===== src/rtl/store_monitor.sv =====
// Store-bus monitor: logs every store into a show-ahead FIFO and latches a pass/fail/timeout verdict.
// Optional cycle-count timeout is enabled by defining STORE_MONITOR_TIMEOUT_EN.
module store_monitor #(
  parameter int          DEPTH      = 8,
  parameter logic [31:0] PASS_ADDR  = 32'd84,
  parameter logic [31:0] PASS_DATA  = 32'd7,
  parameter logic [31:0] ALLOW_ADDR = 32'd80,
  parameter int          TIMEOUT    = 1000
) (
  input  logic                         clk,
  input  logic                         reset,
  input  logic                         memwrite,
  input  logic [31:0]                  dataadr,
  input  logic [31:0]                  writedata,
  input  logic                         rd_en,
  output logic                         rd_valid,
  output logic [31:0]                  rd_addr,
  output logic [31:0]                  rd_data,
  output logic [$clog2(DEPTH+1)-1:0]   count,
  output logic                         overflow,
  output logic                         done,
  output logic                         pass,
  output logic                         fail,
  output logic                         timeout
);

  localparam int PTR_W = $clog2(DEPTH);
  localparam int CNT_W = $clog2(DEPTH+1);

  typedef enum logic [1:0] {ST_RUN, ST_PASS, ST_FAIL, ST_TOUT} state_t;

  state_t             state_q, state_d;
  logic [PTR_W-1:0]   wr_ptr_q, wr_ptr_d, rd_ptr_q, rd_ptr_d;
  logic [CNT_W-1:0]   count_q, count_d;
  logic               overflow_q, overflow_d;
  logic [31:0]        mem_addr_q [DEPTH];
  logic [31:0]        mem_addr_d [DEPTH];
  logic [31:0]        mem_data_q [DEPTH];
  logic [31:0]        mem_data_d [DEPTH];

  logic push, pop, full, push_ok;
  logic pass_hit, fail_hit, timeout_hit;

  assign pass_hit = memwrite && (dataadr == PASS_ADDR) && (writedata == PASS_DATA);
  assign fail_hit = memwrite && !pass_hit && (dataadr != ALLOW_ADDR);

`ifdef STORE_MONITOR_TIMEOUT_EN
  localparam int TMR_W = $clog2(TIMEOUT) + 1;
  logic [TMR_W-1:0] cyc_q, cyc_d;

  always_comb begin
    cyc_d = cyc_q;
    if (state_q == ST_RUN) cyc_d = cyc_q + TMR_W'(1);
  end

  always_ff @(posedge clk) begin
    if (reset) cyc_q <= '0;
    else       cyc_q <= cyc_d;
  end

  assign timeout_hit = (cyc_q == TMR_W'(TIMEOUT - 1));
  assign timeout     = (state_q == ST_TOUT);
`else
  // No counter in this build; TIMEOUT has no influence and the hit is constant 0.
  assign timeout_hit = (TIMEOUT < 0);
  assign timeout     = 1'b0;
`endif

  // A store decision outranks a timeout landing on the same cycle.
  always_comb begin
    state_d = state_q;
    if (state_q == ST_RUN) begin
      if (pass_hit)         state_d = ST_PASS;
      else if (fail_hit)    state_d = ST_FAIL;
      else if (timeout_hit) state_d = ST_TOUT;
    end
  end

  always_comb begin
    push       = (state_q == ST_RUN) && memwrite;
    pop        = rd_en && (count_q != '0);
    full       = (count_q == CNT_W'(DEPTH));
    push_ok    = push && (!full || pop);
    wr_ptr_d   = wr_ptr_q;
    rd_ptr_d   = rd_ptr_q;
    count_d    = count_q;
    overflow_d = overflow_q;
    mem_addr_d = mem_addr_q;
    mem_data_d = mem_data_q;
    if (push_ok) begin
      mem_addr_d[wr_ptr_q] = dataadr;
      mem_data_d[wr_ptr_q] = writedata;
      wr_ptr_d             = wr_ptr_q + PTR_W'(1);
    end
    if (pop) rd_ptr_d = rd_ptr_q + PTR_W'(1);
    if (push && full && !pop) overflow_d = 1'b1;
    if (push_ok && !pop)      count_d = count_q + CNT_W'(1);
    else if (pop && !push_ok) count_d = count_q - CNT_W'(1);
  end

  always_ff @(posedge clk) begin
    if (reset) begin
      state_q    <= ST_RUN;
      wr_ptr_q   <= '0;
      rd_ptr_q   <= '0;
      count_q    <= '0;
      overflow_q <= 1'b0;
    end else begin
      state_q    <= state_d;
      wr_ptr_q   <= wr_ptr_d;
      rd_ptr_q   <= rd_ptr_d;
      count_q    <= count_d;
      overflow_q <= overflow_d;
    end
  end

  // Storage needs no reset: the head is masked to zero whenever the FIFO is empty.
  always_ff @(posedge clk) begin
    mem_addr_q <= mem_addr_d;
    mem_data_q <= mem_data_d;
  end

  assign rd_valid = (count_q != '0);
  assign rd_addr  = rd_valid ? mem_addr_q[rd_ptr_q] : 32'd0;
  assign rd_data  = rd_valid ? mem_data_q[rd_ptr_q] : 32'd0;
  assign count    = count_q;
  assign overflow = overflow_q;
  assign done     = (state_q != ST_RUN);
  assign pass     = (state_q == ST_PASS);
  assign fail     = (state_q == ST_FAIL);

endmodule


===== config.mk =====
export PLATFORM = sky130hd
export DESIGN_NAME = store_monitor
export DESIGN_NICKNAME = d
export VERILOG_FILES = /design/src/rtl/store_monitor.sv
export SDC_FILE = /design/constraint.sdc
export NUM_CORES = 1
export LEC_CHECK = 0
export BUFFER_PORTS_ARGS = -buffer_cell sky130_fd_sc_hd__clkbuf_2
export CORE_AREA = 2 2 216 218
export CTS_BUF_LIST = sky130_fd_sc_hd__clkbuf_4 sky130_fd_sc_hd__clkbuf_8 sky130_fd_sc_hd__clkbuf_16
export DETAILED_ROUTE_END_ITERATION = 10
export DIE_AREA = 0 0 218 220
export RECOVER_POWER = 100
export SLEW_MARGIN = 20
export SYNTH_ARGS = -nofsm -noshare
export SYNTH_HDL_FRONTEND = slang
export SYNTH_SLANG_ARGS = --single-unit

===== constraint.sdc =====
create_clock -name clk -period 10.2 [get_ports clk]
set_input_delay 1.53 -clock clk [delete_from_list [all_inputs] [get_ports clk]]
set_output_delay 1.53 -clock clk [all_outputs]
set_load 0.005 [all_outputs]

Word-level counts from Yosys, hierarchy flattened
Cells that the tools add are included.

Flip-flop bits (word level): 525. Input bits: 68. Output and inout port bits: 74. Word-level logic and storage cells: 75.

$add $sub $neg: 4. $lt $le $gt $ge: 3. Eq/ne operators: 6. Mux-type cells: 16. Bitwise logic cells: 2. Reductions and logical operators: 23.

Operator list (number): bitwise mux 256 bit (2); two-way mux 32 bit (7); binary-select mux 32 bit (select 3 bit) (2); demux 32 bit (select 3 bit) (1); == test 32 x 3 -> 1 bit (second input constant) (1); == test 32 x 7 -> 1 bit (second input constant) (1); inequality test 32 x 7 -> 1 bit (second input constant) (1); logical AND 1 bit (12); >= comparator 4 bit (second input constant) (2); two-way mux 4 bit (2); NOT 3 -> 4 bit (2); adder 3 x 1 -> 3 bit (second input constant) (2); nonzero test 2 bit (3); adder 4 x 1 -> 4 bit (second input constant) (1); == test 4 bit (second input constant) (1); zero test 1 bit (4); less-than comparator 4 x 1 -> 1 bit (second input constant) (1); two-way mux 2 bit (2); nonzero test 4 bit (1); subtractor 4 x 1 -> 4 bit (second input constant) (1); == test 2 x 1 -> 1 bit (second input constant) (1); == test 2 bit (second input constant) (1); zero test 2 bit (1); AND reduction 2 bit (1); logical OR 1 bit (1).

Logic depth before layout (Yosys ltp)
Gate-level depths: netlist of run 1.

Depth after elaboration: 8. Mapped depth: 10. Depth with buffers taken out: 10.

Least setup slack after synthesis of run 1
Ideal clock, no wire load.

Path kind: input port to flip-flop. From: input port memwrite. To: register mem_addr_q[224] in the netlist's numbering (enable). Setup time: 0.644 ns. Arrival time: 8.051 ns. Required time: 9.556 ns. Path slack: 1.505 ns. Stages on the path: 3. Buffers on the path: 0. Cell sequence: nand2b_4 -> a311o_1 -> nor4_1.

Word-level cells in the longest chain between the ends: 2.

RTL lines: from (decl) (line 12) `input logic memwrite,`; logical AND 1 bit (line 80) `push = (state_q == ST_RUN) && memwrite;`; logical AND 1 bit (line 83) `push_ok = push && (!full || pop);`; to (signal assigned) (line 119) `mem_addr_q <= mem_addr_d;`; to (decl) (line 36) `logic [31:0] mem_addr_q [DEPTH];`.

Every way passes these cells. A chain may end at the register's enable or synchronous reset.

Worst setup path in the final report of run 1
From: register rd_ptr_q[1]. To: output port rd_addr[30].

Word-level cells in the longest chain between the ends: 5.

RTL lines: from (decl) (line 33) `logic [PTR_W-1:0] wr_ptr_q, wr_ptr_d, rd_ptr_q, rd_ptr_d;`; from (signal assigned) (line 111) `rd_ptr_q <= rd_ptr_d;`; NOT 3 -> 4 bit (not written as such) (line 124) `assign rd_addr = rd_valid ? mem_addr_q[rd_ptr_q] : 32'd0;`; binary-select mux 32 bit (select 3 bit) (line 124); two-way mux 32 bit (not written as such) (2 in a row) (line 124); two-way mux 32 bit (line 124); to (decl) (line 17) `output logic [31:0] rd_addr,`.

Every way passes these cells. The select of a mux whose other input is x is not followed.

==> reports/qor.txt, run 1 <==
Routability cong. -> 0.717
Post-CTS Setup Bufs -> 0
Cell Count, Final, Fillers Out -> 1739
Met2 usage -> 28.8%
CP required -> 8.67 ns
Worst-case clock buffer depth -> 3
Clk sink count -> 525
Max Cap Violations -> 9
Largest net degree at the start of global routing -> 72
Cts bufs inserted -> 52
Leakage -> 6.99 nW
Max Clk Rate -> 140 MHz
Hpwl dp -> 23500 µm
Post-route DRC -> 0
CTS root buf -> clkbuf_16
Slew headroom -> -231%
Commonest non-fill, non-tap cell in the layout -> edfxtp_1
Final period utilization -> 69.9%
Chip width -> 218 µm
Final instance area -> 0.0231 mm²
DR WL/cell -> 24.9 µm
# resized after CTS -> 0
Async set or reset register ratio after synthesis -> 0%
Failing checks -> max-capacitance violations, max-slew violations
Crit-path max FO -> 71
Final WL -> 43300 µm
Share of cells above drive strength 1 -> 22.5%
Die Y -> 220 µm
Global Route met3 Usage -> 3.85%
Rows -> 79
Worst VDD drop -> 0.000156 V
Fin nets -> 1162
Num ports -> 142
CTS tree -> yes
Most Crowded Layer GR -> met2
Slew Limit Fails -> 572
CP Data Arrival Time -> 5.60 ns
Drt first-iter violations -> 812
Via/cell ratio -> 5.57
Gr usage total -> 18.3%
Status -> finished with violations
CP Launch Type -> flop
Die area -> 0.0480 mm²
Synth Instances -> 924
CTS Hold Buffers Added -> 0
Synthesized flop and latch total -> 525
H-Tree Level Count -> 2
Initial core utilization -> 44.2%
Sum Neg Setup Slack -> 0 ns
Antenna Nets Post-Route -> 0
Met1 usage in global routing -> 26.6%
RSZ-0062 raised after global routing -> no
Yosys warnings -> 0
Cell variety after synth -> 38
Clock latency at the later pin of the worst-skew pair -> 0.58 ns
Core area -> 0.0459 mm²
DP Area -> 0.0217 mm²
Layout Skew -> 0.0118 ns
Dpl cells -> 1641
Antenna violations before repair -> 4
PortBufs -> 140
EDFF count, synth -> 512
Fin crit period -> 7.13 ns
Hold Crit Class -> flop to flop
Mapped Area -> 0.0203 mm²
Sequential area share after synthesis -> 77.2%
Fin. Hold Viols -> 0
Syn-to-layout area delta -> 14.1%
Worst R2R Setup Slack -> 4.46 ns
Grt ovf -> 0
First-pass GRT wire length -> 64200 µm
Via count -> 9685
Setup CP Type -> flop to output port
Most frequent cells in the layout -> edfxtp_1, mux4_2, clkbuf_1
Worst-path clk slew -> 0.06 ns
Syn Area/Cell -> 21.9 µm²
Top_reg_cell synth -> edfxtp_1
Final Setup Violations -> 0
Worst-margin pin slew -> 4.96 ns
Post-Syn Nets -> 998
Drt first pass iters -> 5
P per Cell Area -> 238 mW/mm²
Setup crit end kind -> output port
Vias in the first global route -> 9865
worst paths after layout:
kind,cells after the start,endpoint,startpoint
max,5,rd_addr[30],rd_ptr_q[1]$_SDFFE_PP0P_
min,2,wr_ptr_q[1]$_SDFFE_PP0P_,wr_ptr_q[1]$_SDFFE_PP0P_
min reg2reg,2,wr_ptr_q[1]$_SDFFE_PP0P_,wr_ptr_q[1]$_SDFFE_PP0P_
max reg2reg,6,mem_addr_q[107]$_DFFE_PP_,count[0]$_SDFFE_PP0P_
critical path, cell delays in order (launching register included):
cell and delay, ns:
dfxtp_1 2.81, buf_4 1.00, mux4_2 0.41, mux2i_1 0.37, nor2_1 0.11, clkbuf_1 0.16
synthesized netlist by cell type, types with 3 or more instances:
| master | number | area (µm²) |
|---|---|---|
| nor4_1 | 14 | 87.6 |
| nand2_1 | 8 | 30.0 |
| nand4_1 | 3 | 18.8 |
| nor2b_1 | 3 | 18.8 |
| nand3_1 | 3 | 15.0 |
| inv_1 | 6 | 22.5 |
| xor2_1 | 3 | 26.3 |
| edfxtp_1 | 512 | 15400 |
| a21oi_1 | 5 | 25.0 |
| mux4_2 | 128 | 2880 |
| clkbuf_1 | 11 | 41.3 |
| buf_2 | 20 | 100 |
| ha_1 | 5 | 62.6 |
| buf_4 | 13 | 97.6 |
| nor3_1 | 6 | 30.0 |
| mux2i_1 | 66 | 661 |
| dfxtp_1 | 13 | 260 |
| nor2_1 | 82 | 308 |
metrics by stage:
step / util (%) / setup WS (ns) / power (mW) / hold slack [ns]
floorplan: - / 1.50 / 3.33 / 0.465
global placement: 47.2 / 5.51 / 3.76 / 0.542
detailed placement: 47.2 / 5.54 / 3.76 / 0.560
CTS: 50.8 / 4.90 / 5.61 / 0.570
global route: 50.4 / 2.74 / 5.77 / 0.607
finish: 50.4 / 3.07 / 5.51 / 0.554
where the power goes:
group / switching (mW) / internal (mW) / total, mW
combinational: 0.572 / 0.561 / 1.13
sequential: 0.103 / 2.43 / 2.53
clock: 0.774 / 1.07 / 1.84
total: 1.45 / 4.06 / 5.51
layer usage:
metal  vias to the layer above  part of all wire, %
li1                       4160                    -
met5                         -                0.028
met4                         2                  1.5
met2                       273                   47
met3                        56                  6.0
met1                      5194                   45
cell type report:
cell class                      instances  area, µm²
Antenna cell                            3       7.51
Fill cell                            3749      22800
Tap cell                              607        759
Sequential cell                       525      15600
Multi-Input combinational cell        348       4390
Timing Repair Buffer                  155        643
Clock inverter                         33        248
Inverter                                6       22.5
Clock buffer                           62       1390
registers in the layout, indices dropped and copies added (netlist names):
| name | flops |
|---|---|
| count | 4 |
| state_q | 2 |
| rd_ptr_q | 3 |
| wr_ptr_q | 3 |
| mem_data_q | 256 |
| overflow | 1 |
| mem_addr_q | 256 |
kinds of logic (layout without fill, tap and decap cells):
family          Yosys count  after routing  share of synthesized area [%]
mux                     195            195                           17.5
fa+ha+maj                 6              6                          0.408
other cells               1              4                         0.0185
buf+inv                  51            256                           1.31
xor+xnor                  5              5                          0.216
flops                   525            525                           77.2
simple gates            129            129                           2.93
compound gates           12             12                          0.414
Power figures use the tool's default switching activity.
==> run 2, diff against run 1 <==
Settings changed: ABC_AREA set to 1, CORE_AREA 2 2 216 218 to 2 2 219 221, DIE_AREA 0 0 218 220 to 0 0 221 223.
Clock period 10.2 ns to 6.4 ns, I/O delays scaled along.
==> reports/qor.txt, run 2 <==
Buf/Inv on CP -> 4 (was 2)
Final period utilization -> 78.1%
CP max stage cell -> clkdlybuf4s15_1 (was dfxtp_1)
Routability cong. -> 0.801 (was 0.717)
First-pass GRT wire length -> 76500 µm (was 64200 µm)
CP Launch Type -> primary input (was flop)
Die area -> 0.0493 mm² (was 0.0480 mm²)
Post-Syn Nets -> 1768 (was 998)
Fin. Hold Viols -> 0 (unchanged)
Rows -> 80 (was 79)
Yosys warnings -> 0 (unchanged)
Final Core Density -> 50.1% (was 50.4%)
Synth cell count leaders -> nor2_1, edfxtp_1, o21ai_0 (was edfxtp_1, mux4_2, nor2_1)
Critical path, cell by cell -> clkbuf_1 > inv_1 > nor2_1 > nand2_1 > inv_1 > nand2_1 > nor2_4 > clkdlybuf4s15_1 (was buf_4 > mux4_2 > mux2i_1 > nor2_1 > clkbuf_1)
CTS Hold Buffers Added -> 0 (unchanged)
Syn-to-layout area delta -> 12.9% (was 14.1%)
Drt first pass iters -> 5 (unchanged)
Final Setup Violations -> 0 (unchanged)
Fin crit period -> 5.00 ns
Leakage -> 7.80 nW (was 6.99 nW)
Crit-path max FO -> 64 (was 71)
DP Area -> 0.0221 mm² (was 0.0217 mm²)
CP required -> 5.77 ns (was 8.67 ns)
Hold Crit Class -> flop to flop (unchanged)
Synth Instances -> 1694 (was 924)
Grt ovf -> 0 (unchanged)
Mapped Area -> 0.0209 mm² (was 0.0203 mm²)
CTS root buf -> clkbuf_16 (unchanged)
Max Clk Rate -> 200 MHz
Clock latency at the later pin of the worst-skew pair -> 0.60 ns (was 0.58 ns)
Fin nets -> 1879 (was 1162)
Antenna Nets Post-Route -> 0 (unchanged)
Largest delay contributor family on the critical path -> buffers and inverters (was flip-flops)
Final instance area -> 0.0236 mm² (was 0.0231 mm²)
Worst-case clock buffer depth -> 3 (unchanged)
Synth area leaders -> edfxtp_1, nor2_1, o21ai_0, a31oi_1, o21ai_1 (was edfxtp_1, mux4_2, mux2i_1, nor2_1, dfxtp_1)
Synth top area share -> 73.5% (was 75.9%)
Worst VDD drop -> 0.000209 V (was 0.000156 V)
DR WL/cell -> 20.5 µm (was 24.9 µm)
Chip width -> 221 µm (was 218 µm)
Final WS setup -> 1.40 ns (was 3.07 ns)
Largest net degree at the start of global routing -> 258 (was 72)
Vias in the first global route -> 12.6k (was 9865)
Slew headroom -> -167% (was -231%)
Initial core utilization -> 44.4% (was 44.2%)
Share of cells above drive strength 1 -> 8.40% (was 22.5%)
Setup crit end kind -> flop (was output port)
H-Tree Level Count -> 2 (unchanged)
Commonest non-fill, non-tap cell in the layout -> edfxtp_1 (unchanged)
Via/cell ratio -> 5.40 (was 5.57)
Gr usage total -> 20.2% (was 18.3%)
Clk sink count -> 525 (unchanged)
P per Cell Area -> 396 mW/mm² (was 238 mW/mm²)
Final WL -> 50400 µm (was 43300 µm)
Cell Count, Final, Fillers Out -> 2463 (was 1739)
EDFF count, synth -> 512 (unchanged)
Post-synth top area cell -> edfxtp_1 (unchanged)
CP Data Arrival Time -> 4.37 ns (was 5.60 ns)
Via count -> 13.3k (was 9685)
Most frequent cells in the layout -> edfxtp_1, nor2_1, o21ai_0 (was edfxtp_1, mux4_2, clkbuf_1)
Sequential area share after synthesis -> 74.7% (was 77.2%)
Syn Area/Cell -> 12.4 µm² (was 21.9 µm²)
Most frequent cell after synthesis -> nor2_1 (was edfxtp_1)
Synthesized flop and latch total -> 525 (unchanged)
Final hold slack -> 0.489 ns (was 0.554 ns)
Top_reg_cell synth -> edfxtp_1 (unchanged)
Drt first-iter violations -> 1355 (was 812)
Post-placement setup slack -> 2.77 ns (was 5.54 ns)
Status -> finished with violations (unchanged)
Num ports -> 142 (unchanged)
PortBufs -> 140 (unchanged)
Cts bufs inserted -> 53 (was 52)
Antenna violations before repair -> 3 (was 4)
RSZ-0062 raised after global routing -> no (unchanged)
Total power -> 9.35 mW (was 5.51 mW)
Post-route DRC -> 0 (unchanged)
Core area -> 0.0471 mm² (was 0.0459 mm²)
Slew Limit Fails -> 520 (was 572)
Worst-path clk slew -> 0.06 ns (about the same)
Max stage delay on crit path -> 2.40 ns (was 2.81 ns)
Max Cap Violations -> 13 (was 9)
Cell variety after synth -> 23 (was 38)
Sum Neg Setup Slack -> 0 ns (unchanged)
Setup CP Type -> primary input to flop (was flop to output port)
Worst-margin pin slew -> 4.01 ns (was 4.96 ns)
Die Y -> 223 µm (was 220 µm)
Failing checks -> max-capacitance violations, max-slew violations (unchanged)
CTS tree -> yes (unchanged)
Dpl cells -> 2364 (was 1641)
Layout Skew -> 0.0271 ns (was 0.0118 ns)
Async set or reset register ratio after synthesis -> 0% (unchanged)
Hpwl dp -> 25800 µm (was 23500 µm)
Post-CTS Setup Bufs -> 0 (unchanged)
# resized after CTS -> 0 (unchanged)
-- run 2: area by class of cell --
cell class	count	area (µm²)
Tap cell	615	769
Antenna cell	2	5.00
Fill cell	4066	23500
Multi-Input combinational cell	1034	4660
Clock buffer	76	1530
Clock inverter	20	136
Inverter	29	116
Timing Repair Buffer	162	763
Sequential cell	525	15600
-- run 2: per-layer routing --
metal / GRT usage (%) / wire, µm / up-vias
met5: 0 / 41 / -
met4: 5.33 / 946 / 6
met3: 4.53 / 3110 / 73
met2: 31.5 / 23500 / 346
met1: 28.7 / 22800 / 6582
li1: - / - / 6292
-- run 2: cells by family (layout without fill, tap and decap cells) --
logic type,count (synthesis),count (layout),synth area share [%]
buffers and inverters,135,287,3.20
XOR/XNOR,2,2,0.0837
adder cells (fa/ha/maj),6,6,0.395
AO/OA/AOI/OAI,465,465,11.5
other,1,3,0.0179
AND/OR/NAND/NOR,560,560,10.1
flip-flops,525,525,74.7
-- run 2: final timing paths --
check | depth (start not counted) | slack (ns) | start | end
worst min-delay path | 2 | 0.49 | overflow$_SDFFE_PP0P_ | overflow$_SDFFE_PP0P_
worst max-delay path | 8 | 1.40 | memwrite | mem_addr_q[160]$_DFFE_PP_
worst max register to register | 7 | 1.57 | count[0]$_SDFFE_PP0P_ | mem_addr_q[160]$_DFFE_PP_
worst min register to register | 2 | 0.49 | overflow$_SDFFE_PP0P_ | overflow$_SDFFE_PP0P_
-- run 2: worst min-delay path: cells and delay by family (launching register included) --
family / cells / cell delay (ns)
AND/OR/NAND/NOR: 2 / 0.12
flip-flops: 1 / 0.33
-- run 2: report_power, final --
part | internal (mW) | leakage, nW | switching (mW)
logic | 0.763 | 2.22 | 1.63
clock network | 1.74 | 0.841 | 1.24
registers | 3.91 | 4.74 | 0.0685
total | 6.41 | 7.80 | 2.94
